## src/rtl/gcbp_read_sched.sv

```systemverilog
// Read-side scheduler for the GCBP BRAM array: walks 16 sub-images, issuing 64 current-frame
// then 64 previous-frame line reads each, and tags the data returning one cycle later.
module gcbp_read_sched #(
  parameter int C_SUBIMAGE_HEIGHT = 64,
  parameter int C_NUM_SUBIMAGES   = 16
) (
  input  logic       i_clk,
  input  logic       i_reset,
  input  logic       i_new_frame,
  input  logic [1:0] i_curr_frame_loc,
  input  logic [1:0] i_prev_frame_loc,
  input  logic       i_rd_ready,
  output logic       o_rd_valid,
  output logic [8:0] o_bram_array_read_addr,
  output logic [3:0] o_bram_select,
  output logic       o_tag_valid,
  output logic [3:0] o_tag_subimage,
  output logic       o_tag_is_prev,
  output logic [5:0] o_tag_line,
  output logic       o_tag_last,
  output logic       o_busy,
  output logic       o_frame_done,
  output logic       o_overrun
);

  localparam logic [5:0] LINE_LAST = 6'(C_SUBIMAGE_HEIGHT - 1);
  localparam logic [3:0] SUB_LAST  = 4'(C_NUM_SUBIMAGES - 1);

  typedef enum logic [1:0] {
    S_IDLE = 2'd0,
    S_CURR = 2'd1,
    S_PREV = 2'd2,
    S_DONE = 2'd3
  } state_t;

  state_t     state_r, state_s;
  logic [3:0] sub_r, sub_s;
  logic [5:0] line_r, line_s;
  logic [1:0] curr_loc_r, curr_loc_s;
  logic [1:0] prev_loc_r, prev_loc_s;
  logic       accept_s, last_beat_s, overrun_s, reading_s;
  logic [1:0] rd_loc_s;

  logic       rd_valid_r;
  logic [8:0] addr_r;
  logic [3:0] select_r;
  logic       tag_valid_r, tag_is_prev_r, tag_last_r;
  logic [3:0] tag_sub_r;
  logic [5:0] tag_line_r;
  logic       busy_r, frame_done_r, overrun_r;

  // Beat handshake and final-beat detection on the current state.
  always_comb begin
    accept_s    = ((state_r == S_CURR) || (state_r == S_PREV)) && i_rd_ready;
    last_beat_s = accept_s && (state_r == S_PREV) && (sub_r == SUB_LAST) && (line_r == LINE_LAST);
  end

  // Next-state, counter and location update; a new frame always wins over the walk.
  always_comb begin
    state_s    = state_r;
    sub_s      = sub_r;
    line_s     = line_r;
    curr_loc_s = curr_loc_r;
    prev_loc_s = prev_loc_r;
    overrun_s  = 1'b0;
    if (i_new_frame) begin
      state_s    = S_CURR;
      sub_s      = 4'd0;
      line_s     = 6'd0;
      curr_loc_s = i_curr_frame_loc;
      prev_loc_s = i_prev_frame_loc;
      overrun_s  = (state_r != S_IDLE);
    end else begin
      case (state_r)
        S_IDLE: state_s = S_IDLE;
        S_CURR: begin
          if (accept_s) begin
            if (line_r == LINE_LAST) begin
              line_s  = 6'd0;
              state_s = S_PREV;
            end else begin
              line_s = line_r + 6'd1;
            end
          end else begin
            state_s = S_CURR;
          end
        end
        S_PREV: begin
          if (accept_s) begin
            if (line_r == LINE_LAST) begin
              line_s = 6'd0;
              if (sub_r == SUB_LAST) begin
                sub_s   = 4'd0;
                state_s = S_DONE;
              end else begin
                sub_s   = sub_r + 4'd1;
                state_s = S_CURR;
              end
            end else begin
              line_s = line_r + 6'd1;
            end
          end else begin
            state_s = S_PREV;
          end
        end
        S_DONE:  state_s = S_IDLE;
        default: state_s = S_IDLE;
      endcase
    end
  end

  // Request decode for the state being entered, so the request outputs can be registered.
  always_comb begin
    reading_s = (state_s == S_CURR) || (state_s == S_PREV);
    if (state_s == S_PREV) begin
      rd_loc_s = prev_loc_s;
    end else begin
      rd_loc_s = curr_loc_s;
    end
  end

  // State, counters, registered request/status outputs and the one-cycle tag pipeline.
  always_ff @(posedge i_clk) begin
    if (i_reset) begin
      state_r       <= S_IDLE;
      sub_r         <= 4'd0;
      line_r        <= 6'd0;
      curr_loc_r    <= 2'd0;
      prev_loc_r    <= 2'd0;
      rd_valid_r    <= 1'b0;
      addr_r        <= 9'd0;
      select_r      <= 4'd0;
      tag_valid_r   <= 1'b0;
      tag_sub_r     <= 4'd0;
      tag_is_prev_r <= 1'b0;
      tag_line_r    <= 6'd0;
      tag_last_r    <= 1'b0;
      busy_r        <= 1'b0;
      frame_done_r  <= 1'b0;
      overrun_r     <= 1'b0;
    end else begin
      state_r       <= state_s;
      sub_r         <= sub_s;
      line_r        <= line_s;
      curr_loc_r    <= curr_loc_s;
      prev_loc_r    <= prev_loc_s;
      rd_valid_r    <= reading_s;
      addr_r        <= reading_s ? {1'b0, rd_loc_s, line_s} : 9'd0;
      select_r      <= reading_s ? sub_s : 4'd0;
      tag_valid_r   <= accept_s;
      tag_sub_r     <= accept_s ? sub_r : 4'd0;
      tag_is_prev_r <= accept_s && (state_r == S_PREV);
      tag_line_r    <= accept_s ? line_r : 6'd0;
      tag_last_r    <= last_beat_s;
      busy_r        <= (state_s != S_IDLE);
      frame_done_r  <= (state_s == S_DONE);
      overrun_r     <= overrun_s;
    end
  end

  assign o_rd_valid             = rd_valid_r;
  assign o_bram_array_read_addr = addr_r;
  assign o_bram_select          = select_r;
  assign o_tag_valid            = tag_valid_r;
  assign o_tag_subimage         = tag_sub_r;
  assign o_tag_is_prev          = tag_is_prev_r;
  assign o_tag_line             = tag_line_r;
  assign o_tag_last             = tag_last_r;
  assign o_busy                 = busy_r;
  assign o_frame_done           = frame_done_r;
  assign o_overrun              = overrun_r;

endmodule

```

## config.mk

```make
export PLATFORM = sky130hd
export DESIGN_NAME = gcbp_read_sched
export DESIGN_NICKNAME = d
export VERILOG_FILES = /design/src/rtl/gcbp_read_sched.sv
export SDC_FILE = /design/constraint.sdc
export NUM_CORES = 1
export LEC_CHECK = 0
export CORE_MARGIN = 4
export CORE_UTILIZATION = 45
export CTS_CLUSTER_SIZE = 8
export DETAILED_ROUTE_END_ITERATION = 8
export PLACE_DENSITY = 0.73
export SYNTH_ARGS = -nofsm -noshare
export SYNTH_HDL_FRONTEND = slang
export SYNTH_SLANG_ARGS = --single-unit
```

## constraint.sdc

```tcl
create_clock -name i_clk -period 5.55 [get_ports i_clk]
set_input_delay 0.8325 -clock i_clk [delete_from_list [all_inputs] [get_ports i_clk]]
set_output_delay 0.8325 -clock i_clk [all_outputs]
set_load 0.05 [all_outputs]
```

==> Flow_metrics.wiki, run 1 <==
{| class="wikitable"
! Metric !! Value
|-
| Flip-flop and latch count after synthesis || 45
|-
| I/O pin count || 38
|-
| Net count, final || 215
|-
| Unrepaired setup endpoints after global routing || no
|-
| Worst setup startpoint || i_rd_ready
|-
| TritonCTS clock tree || done
|-
| Part of the cycle the worst path needs || 54.4%
|-
| Final critical delay including setup and external delays || 3.02 ns
|-
| Flop pwr share || 58.5%
|-
| FFs w/ async S/R, synth || 0%
|-
| Initial antenna violation count || 0
|-
| Filler cell count || 314
|-
| Maximum count of clock buffers along a single path || 2
|-
| Static leakage power || 0.000832 uW
|-
| Commonest cells in the synthesized netlist || sky130_fd_sc_hd__dfxtp_1 (45), sky130_fd_sc_hd__nor2_1 (20), sky130_fd_sc_hd__and2_1 (16)
|-
| Core ar. || 0.00363 sq mm
|-
| Grt total ovfl || 0
|-
| Worst hold slack || 0.504 ns
|-
| Power Internal || 436 uW
|-
| Hold-fix buffers at CTS || 0
|-
| Clock buffers created by TritonCTS || 5
|-
| Most numerous cell in the Yosys netlist || sky130_fd_sc_hd__dfxtp_1
|-
| Part of the total power dissipated in the clock network || 33.1%
|-
| Post-synth net total || 180
|-
| Cell area after placement || 0.00208 sq mm
|-
| Synth-to-Final Area Change || 27.5%
|-
| Class of the worst hold path || reg2reg
|-
| Count of pins over their slew limit || 0
|-
| Number of enable flip-flop cells after synthesis || 0
|-
| Synthesized area divided by synthesized cell count || 10.3 sq um
|-
| Initial DRT Pass Iterations || 4
|-
| Total wirelength of the detailed-routed design || 3.34 mm
|-
| Clk slew on worst S/H paths || 0.07 ns
|-
| Length in cells of the worst reg-to-reg path || 9
|-
| Hold path start || prev_loc_r[1]
|-
| Cell types with the largest area share after synthesis || sky130_fd_sc_hd__dfxtp_1 (53%), sky130_fd_sc_hd__and2_1 (5.9%), sky130_fd_sc_hd__ha_1 (5.9%), sky130_fd_sc_hd__nor2_1 (4.4%), sky130_fd_sc_hd__mux2i_1 (3.6%)
|-
| Full die area || 0.00480 sq mm
|-
| CTS resizes || 0
|-
| Endpoints failing hold || 0
|-
| Part of the Yosys area used for sequential elements || 53.3%
|-
| Power Dens Cells || 262 mW/mm^2
|-
| Drt drc || 0
|-
| Fraction of synthesized cell area taken by the top area cell type || 53.3%
|-
| Cell accounting for the most synthesized area || sky130_fd_sc_hd__dfxtp_1
|-
| Worst relative slew slack || 55.5%
|-
| Initial core utilization || 46.6%
|-
| Final antenna-violating net count || 0
|-
| Most common flop cell mapped by yosys || sky130_fd_sc_hd__dfxtp_1
|-
| Crit. End Element || register
|-
| Arrival time of the worst setup path || 3.19 ns
|-
| Clock sink count || 45
|-
| Worst Setup Path Type || in2reg
|-
| Total number of vias || 1258
|-
| Proportion of power drawn by combinational gates || 8.3%
|-
| Setup violations, final || 0
|-
| Tightest Pin Transition || 0.666 ns
|-
| Status || completed
|-
| Switching power || 129 uW
|-
| Antenna Diode Count || 0
|-
| Share of final-layout standard cells stronger than drive strength 1 || 7.00%
|-
| Fin Setup TNS || 0 ns
|-
| Startpoint of the worst register-to-register path || state_r[1]
|-
| Post-route clock skew || 0.00217 ns
|-
| Number of placement rows || 22
|-
| Height of the chip || 69.3 microns
|-
| Endpoint of the lowest-slack register-to-register path || o_bram_select[1]
|-
| Sw Ratio || 22.9%
|-
| Worst ir drop on vdd || 0.000131 V
|-
| Destination of the critical timing path || o_bram_select[1]
|-
| Via count of the first global-routing pass || 1329
|-
| Wire length of the first global-routing pass || 5.79 mm
|-
| Maximum number of pins on one net before global-route repair || 14
|-
| Count of input and output buffers || 36
|-
| GPL Wtd Cong || 0.842
|-
| Post-Synthesis Cells || 164
|-
| Maximum achievable frequency || 0.332 GHz
|-
| H-tree depth || 2
|-
| Combined area of all synthesized cells || 0.00169 sq mm
|-
| Half-perimeter wire length after detailed placement || 2.43 mm
|-
| Synth Warn # || 0
|-
| Die X || 69.3 microns
|-
| GR Util All Layers || 15.1%
|-
| Detail-routed via count per cell || 5.07
|-
| Number of DRC markers after the initial detailed-route iteration || 79
|-
| Layout Utilization || 59.4%
|-
| Post-CTS setup buffer count || 0
|-
| Root buf cell || sky130_fd_sc_hd__clkbuf_8
|-
| Setup crit start kind || primary input
|-
| Worst Path Max Fanout || 11
|-
| Final cell area excluding filler cells || 0.00216 sq mm
|-
| DR WL/cell || 13.4 microns
|-
| Worst endpoint required time || 5.73 ns
|-
| Number of max-capacitance violations reported || 0
|-
| Clock latency on the worst-skew pair || 0.29 ns
|-
| Register-to-register setup slack || 2.82 ns
|-
| Unique cell type count in the Yosys netlist || 37
|}
## power by group through the flow
stage | Sequential, uW | Combinational [uW] | Clock (uW)
final | 330 | 47.1 | 187
after global routing | 331 | 50.9 | 208
after CTS | 330 | 47.3 | 195
after detailed placement | 338 | 47.1 | 0
after global placement | 338 | 45.9 | 0
after floorplan | 347 | 21.6 | 0
## flip-flops by register name (all words and copies together) (netlist names), 2 cells and up
| register | cells |
|---|---|
| o_tag_subimage | 4 |
| line_r | 6 |
| prev_loc_r | 2 |
| curr_loc_r | 2 |
| o_tag_line | 6 |
| state_r | 2 |
| o_bram_select | 4 |
| sub_r | 4 |
| o_bram_array_read_addr | 8 |
## cell families (layout without fill, tap and decap cells)
family	after synthesis	count (layout)	share of synthesized area, %
xor gates and xnor gates	2	2	1.04
and+or+nand+nor	71	71	24.0
other	1	1	0.222
adders and majority gates	8	8	5.92
AOI/OAI and AO/OA	17	17	6.43
DFF	45	45	53.3
muxes	8	8	6.21
buffers and inverters	12	48	2.96
## per-layer routing
metal / GRT usage, % / part of all wire (%) / vias to the layer above
met5: 0 / 0 / -
met4: 9.98 / 2.9 / 0
met1: 16.8 / 44 / 570
met2: 23.6 / 47 / 46
met3: 6.09 / 6.6 / 10
li1: - / - / 632
## area by class of cell
cell class	count	area, sq um	area share [%]
clock buffers	8	80.1	3.71
inverters	4	15.0	0.696
repair buffers	36	360	16.7
multi-input cells	107	741	34.3
flip-flops and latches	45	901	41.8
well taps	48	60.1	2.78
## metrics by stage
step	setup WS (ns)	instances	total power [uW]
after floorplan	3.12	164	369
after global placement	2.37	240	384
after detailed placement	2.23	240	385
after CTS	2.55	248	572
after global routing	2.38	248	590
final	2.53	248	565
## worst max-delay path: stages
cell,delay (ns)
sky130_fd_sc_hd__clkdlybuf4s50_1,0.55
sky130_fd_sc_hd__nand2_1,0.27
sky130_fd_sc_hd__a211o_1,0.35
sky130_fd_sc_hd__a31oi_1,0.33
sky130_fd_sc_hd__ha_1,0.33
sky130_fd_sc_hd__nor2b_1,0.17
sky130_fd_sc_hd__nand2b_1,0.26
sky130_fd_sc_hd__nor2_1,0.09
## placed cells by master, fill, tap and decap left out, drive strengths merged, types with 4 or more instances in the layout
| cell | netlist | layout |
|---|---|---|
| a21oi | 7 | 7 |
| nor3 | 5 | 5 |
| clkdlybuf4s50 | 0 | 36 |
| mux2i | 6 | 6 |
| nor2 | 20 | 20 |
| clkbuf | 5 | 8 |
| ha | 8 | 8 |
| inv | 4 | 4 |
| nand3 | 6 | 6 |
| dfxtp | 45 | 45 |
| nand2 | 6 | 6 |
| and2 | 16 | 16 |
## how the worst min path moves through the flow
stage | slack (ns) | depth (start not counted) | to
3_5_place_dp | 0.50 | 2 | prev_loc_r[1]
3_3_place_gp | 0.47 | 2 | prev_loc_r[1]
6_report | 0.50 | 2 | prev_loc_r[1]
4_1_cts | 0.51 | 2 | prev_loc_r[1]
5_1_grt | 0.55 | 2 | prev_loc_r[0]
2_1_floorplan | 0.45 | 2 | prev_loc_r[0]
(Power assumes the default switching activity.)
==> run 2, diff against run 1 <==
- clock period: 5.55 -> 3 ns (I/O delays scaled with it)
==> run 2 against run 1 <==
Net effect:
- final cell count grew 0.81%
- combinational power grew 89%
- largest power group unchanged
- non-clock buffer count grew 2
- clock skew grew 0.0028 ns
- worst setup slack lost 2.2 ns
- core utilization grew 1.4 points
==> Flow_metrics.wiki, run 2 (synthesis results as in run 1) <==
{| class="wikitable"
! Metric !! Value
|-
| Part of the total power dissipated in the clock network || 39.3%
|-
| Initial core utilization || 46.6%
|-
| Switching power || 262 uW
|-
| Count of input and output buffers || 36
|-
| Final critical delay including setup and external delays || 2.65 ns
|-
| Static leakage power || 0.000856 uW
|-
| Drt drc || 0
|-
| Maximum achievable frequency || 0.377 GHz
|-
| Total wirelength of the detailed-routed design || 3.46 mm
|-
| Detail-routed via count per cell || 5.08
|-
| Initial antenna violation count || 0
|-
| Tightest Pin Transition || 0.636 ns
|-
| Worst endpoint required time || 3.22 ns
|-
| Synth-to-Final Area Change || 30.5%
|-
| Flop pwr share || 53.0%
|-
| Layout Utilization || 60.7%
|-
| Share of final-layout standard cells stronger than drive strength 1 || 9.41%
|-
| Grt total ovfl || 0
|-
| Maximum number of pins on one net before global-route repair || 16
|-
| Clock latency on the worst-skew pair || 0.29 ns
|-
| Sw Ratio || 22.7%
|-
| Endpoints failing hold || 0
|-
| Worst hold slack || 0.505 ns
|-
| Worst relative slew slack || 57.4%
|-
| Worst Setup Path Type || reg2reg
|-
| Part of the cycle the worst path needs || 88.5%
|-
| Die X || 69.3 microns
|-
| Cell area after placement || 0.00209 sq mm
|-
| Net count, final || 217
|-
| Post-layout instance count excluding filler cells || 250
|-
| Class of the worst hold path || reg2reg
|-
| Hold-fix buffers at CTS || 0
|-
| Placed Cells incl. Taps || 242
|-
| Fin Setup TNS || 0 ns
|-
| Half-perimeter wire length after detailed placement || 2.55 mm
|-
| CTS resizes || 0
|-
| Antenna Diode Count || 0
|-
| DR WL/cell || 13.8 microns
|-
| GPL Wtd Cong || 0.882
|-
| H-tree depth || 2
|-
| Setup violations, final || 0
|-
| Core ar. || 0.00363 sq mm
|-
| TritonCTS clock tree || done
|-
| Power Dens Cells || 522 mW/mm^2
|-
| Final antenna-violating net count || 0
|-
| List of cells traversed by the critical path || inv_1 -> ha_1 -> and4_4 -> nand4b_4 -> a22oi_1 -> or3_1 -> ha_1 -> nor2b_1 -> nand2b_1 -> a21oi_1
|-
| Arrival time of the worst setup path || 2.88 ns
|-
| Cell with the biggest individual delay on the critical path || sky130_fd_sc_hd__dfxtp_1
|-
| Clock buffers created by TritonCTS || 5
|-
| Full die area || 0.00480 sq mm
|-
| Height of the chip || 69.3 microns
|-
| Root buf cell || sky130_fd_sc_hd__clkbuf_8
|-
| Power Internal || 891 uW
|-
| Proportion of power drawn by combinational gates || 7.7%
|-
| Total number of vias || 1269
|-
| I/O pin count || 38
|-
| Post-CTS setup buffer count || 0
|-
| Post-route clock skew || 0.00499 ns
|-
| Worst ir drop on vdd || 0.000369 V
|-
| Number of placement rows || 22
|-
| Stage delay of the slowest cell on the critical path || 0.40 ns
|-
| Commonest cells after routing, fill and taps aside || sky130_fd_sc_hd__dfxtp_1 (45), sky130_fd_sc_hd__clkdlybuf4s50_1 (36), sky130_fd_sc_hd__nor2_1 (20)
|-
| Number of max-capacitance violations reported || 0
|-
| Flip-flop count of the largest register after layout || 8
|-
| Initial DRT Pass Iterations || 4
|-
| Critical path's most frequent cell || sky130_fd_sc_hd__ha_1
|-
| Worst Path Max Fanout || 7
|-
| Via count of the first global-routing pass || 1285
|-
| Final cell area excluding filler cells || 0.00221 sq mm
|-
| Crit. End Element || register
|-
| Most common cell after layout, fill and taps aside || sky130_fd_sc_hd__dfxtp_1
|-
| Setup crit start kind || register
|-
| Wire length of the first global-routing pass || 5.87 mm
|-
| Clk slew on worst S/H paths || 0.08 ns
|-
| Filler cell count || 317
|-
| GR Util All Layers || 15.3%
|-
| Clock sink count || 45
|-
| Number of DRC markers after the initial detailed-route iteration || 75
|-
| Status || completed
|-
| Unrepaired setup endpoints after global routing || no
|-
| Count of pins over their slew limit || 0
|-
| Maximum count of clock buffers along a single path || 2
|}
==> run 2: cell types whose count changed in the layout (fill, tap and decap cells not counted), sizes merged <==
cell,delta
bufinv,+1
clkbuf,-3
clkinv,+1
buf,+2
clkinvlp,+1
==> run 2: worst max-delay path: cells and delay by family (launching register included) <==
family,cells,cell delay (ns)
AOI/OAI and AO/OA,2,0.30
adders and majority gates,2,0.69
buffers and inverters,1,0.09
DFF,1,0.40
and+or+nand+nor,5,1.11
==> run 2: per-layer routing <==
layer	global-route usage [%]	wire length [microns]
met4	8.24	85
met5	0	0
met1	17.7	1520
met3	5.80	218
met2	24.3	1630
==> run 2: metrics by stage <==
step,worst slack (ns),power [uW]
floorplan,0.667,683
global placement,0.290,712
detailed placement,0.196,714
CTS,0.350,1160
global route,0.214,1200
finish,0.346,1150
==> run 2: path summary, 6_finish.rpt <==
path                            slack [ns]               end  cells after the start     startpoint
worst max register to register        0.35  o_bram_select[3]                     10     state_r[0]
worst min register to register        0.50     curr_loc_r[1]                      2  curr_loc_r[1]
worst max-delay path                  0.35  o_bram_select[3]                     10     state_r[0]
worst min-delay path                  0.50     curr_loc_r[1]                      2  curr_loc_r[1]
==> run 2: area by class of cell <==
| type | instances | area, sq um | share of cell area (%) |
|---|---|---|---|
| Multi-Input combinational cell | 107 | 741 | 33.6 |
| Timing Repair Buffer | 38 | 375 | 17.0 |
| Inverter | 4 | 15.0 | 0.680 |
| Clock inverter | 3 | 46.3 | 2.10 |
| Tap cell | 48 | 60.1 | 2.72 |
| Sequential cell | 45 | 901 | 40.8 |
| Clock buffer | 5 | 68.8 | 3.12 |
==> run 2: power groups by stage <==
stage / registers, uW / clock network [uW] / logic (uW)
final: 611 / 452 / 88.9
after global routing: 612 / 488 / 95.8
after CTS: 611 / 464 / 89.1
after detailed placement: 625 / 0 / 88.6
after global placement: 625 / 0 / 87.2
after floorplan: 643 / 0 / 40.0
==> run 3, diff against run 2 <==
- CAP_MARGIN: unset -> 20
- TNS_END_PERCENT: unset -> 50
==> results of run 3 <==
Final layout, timing and power as in run 2 (identical DEF).
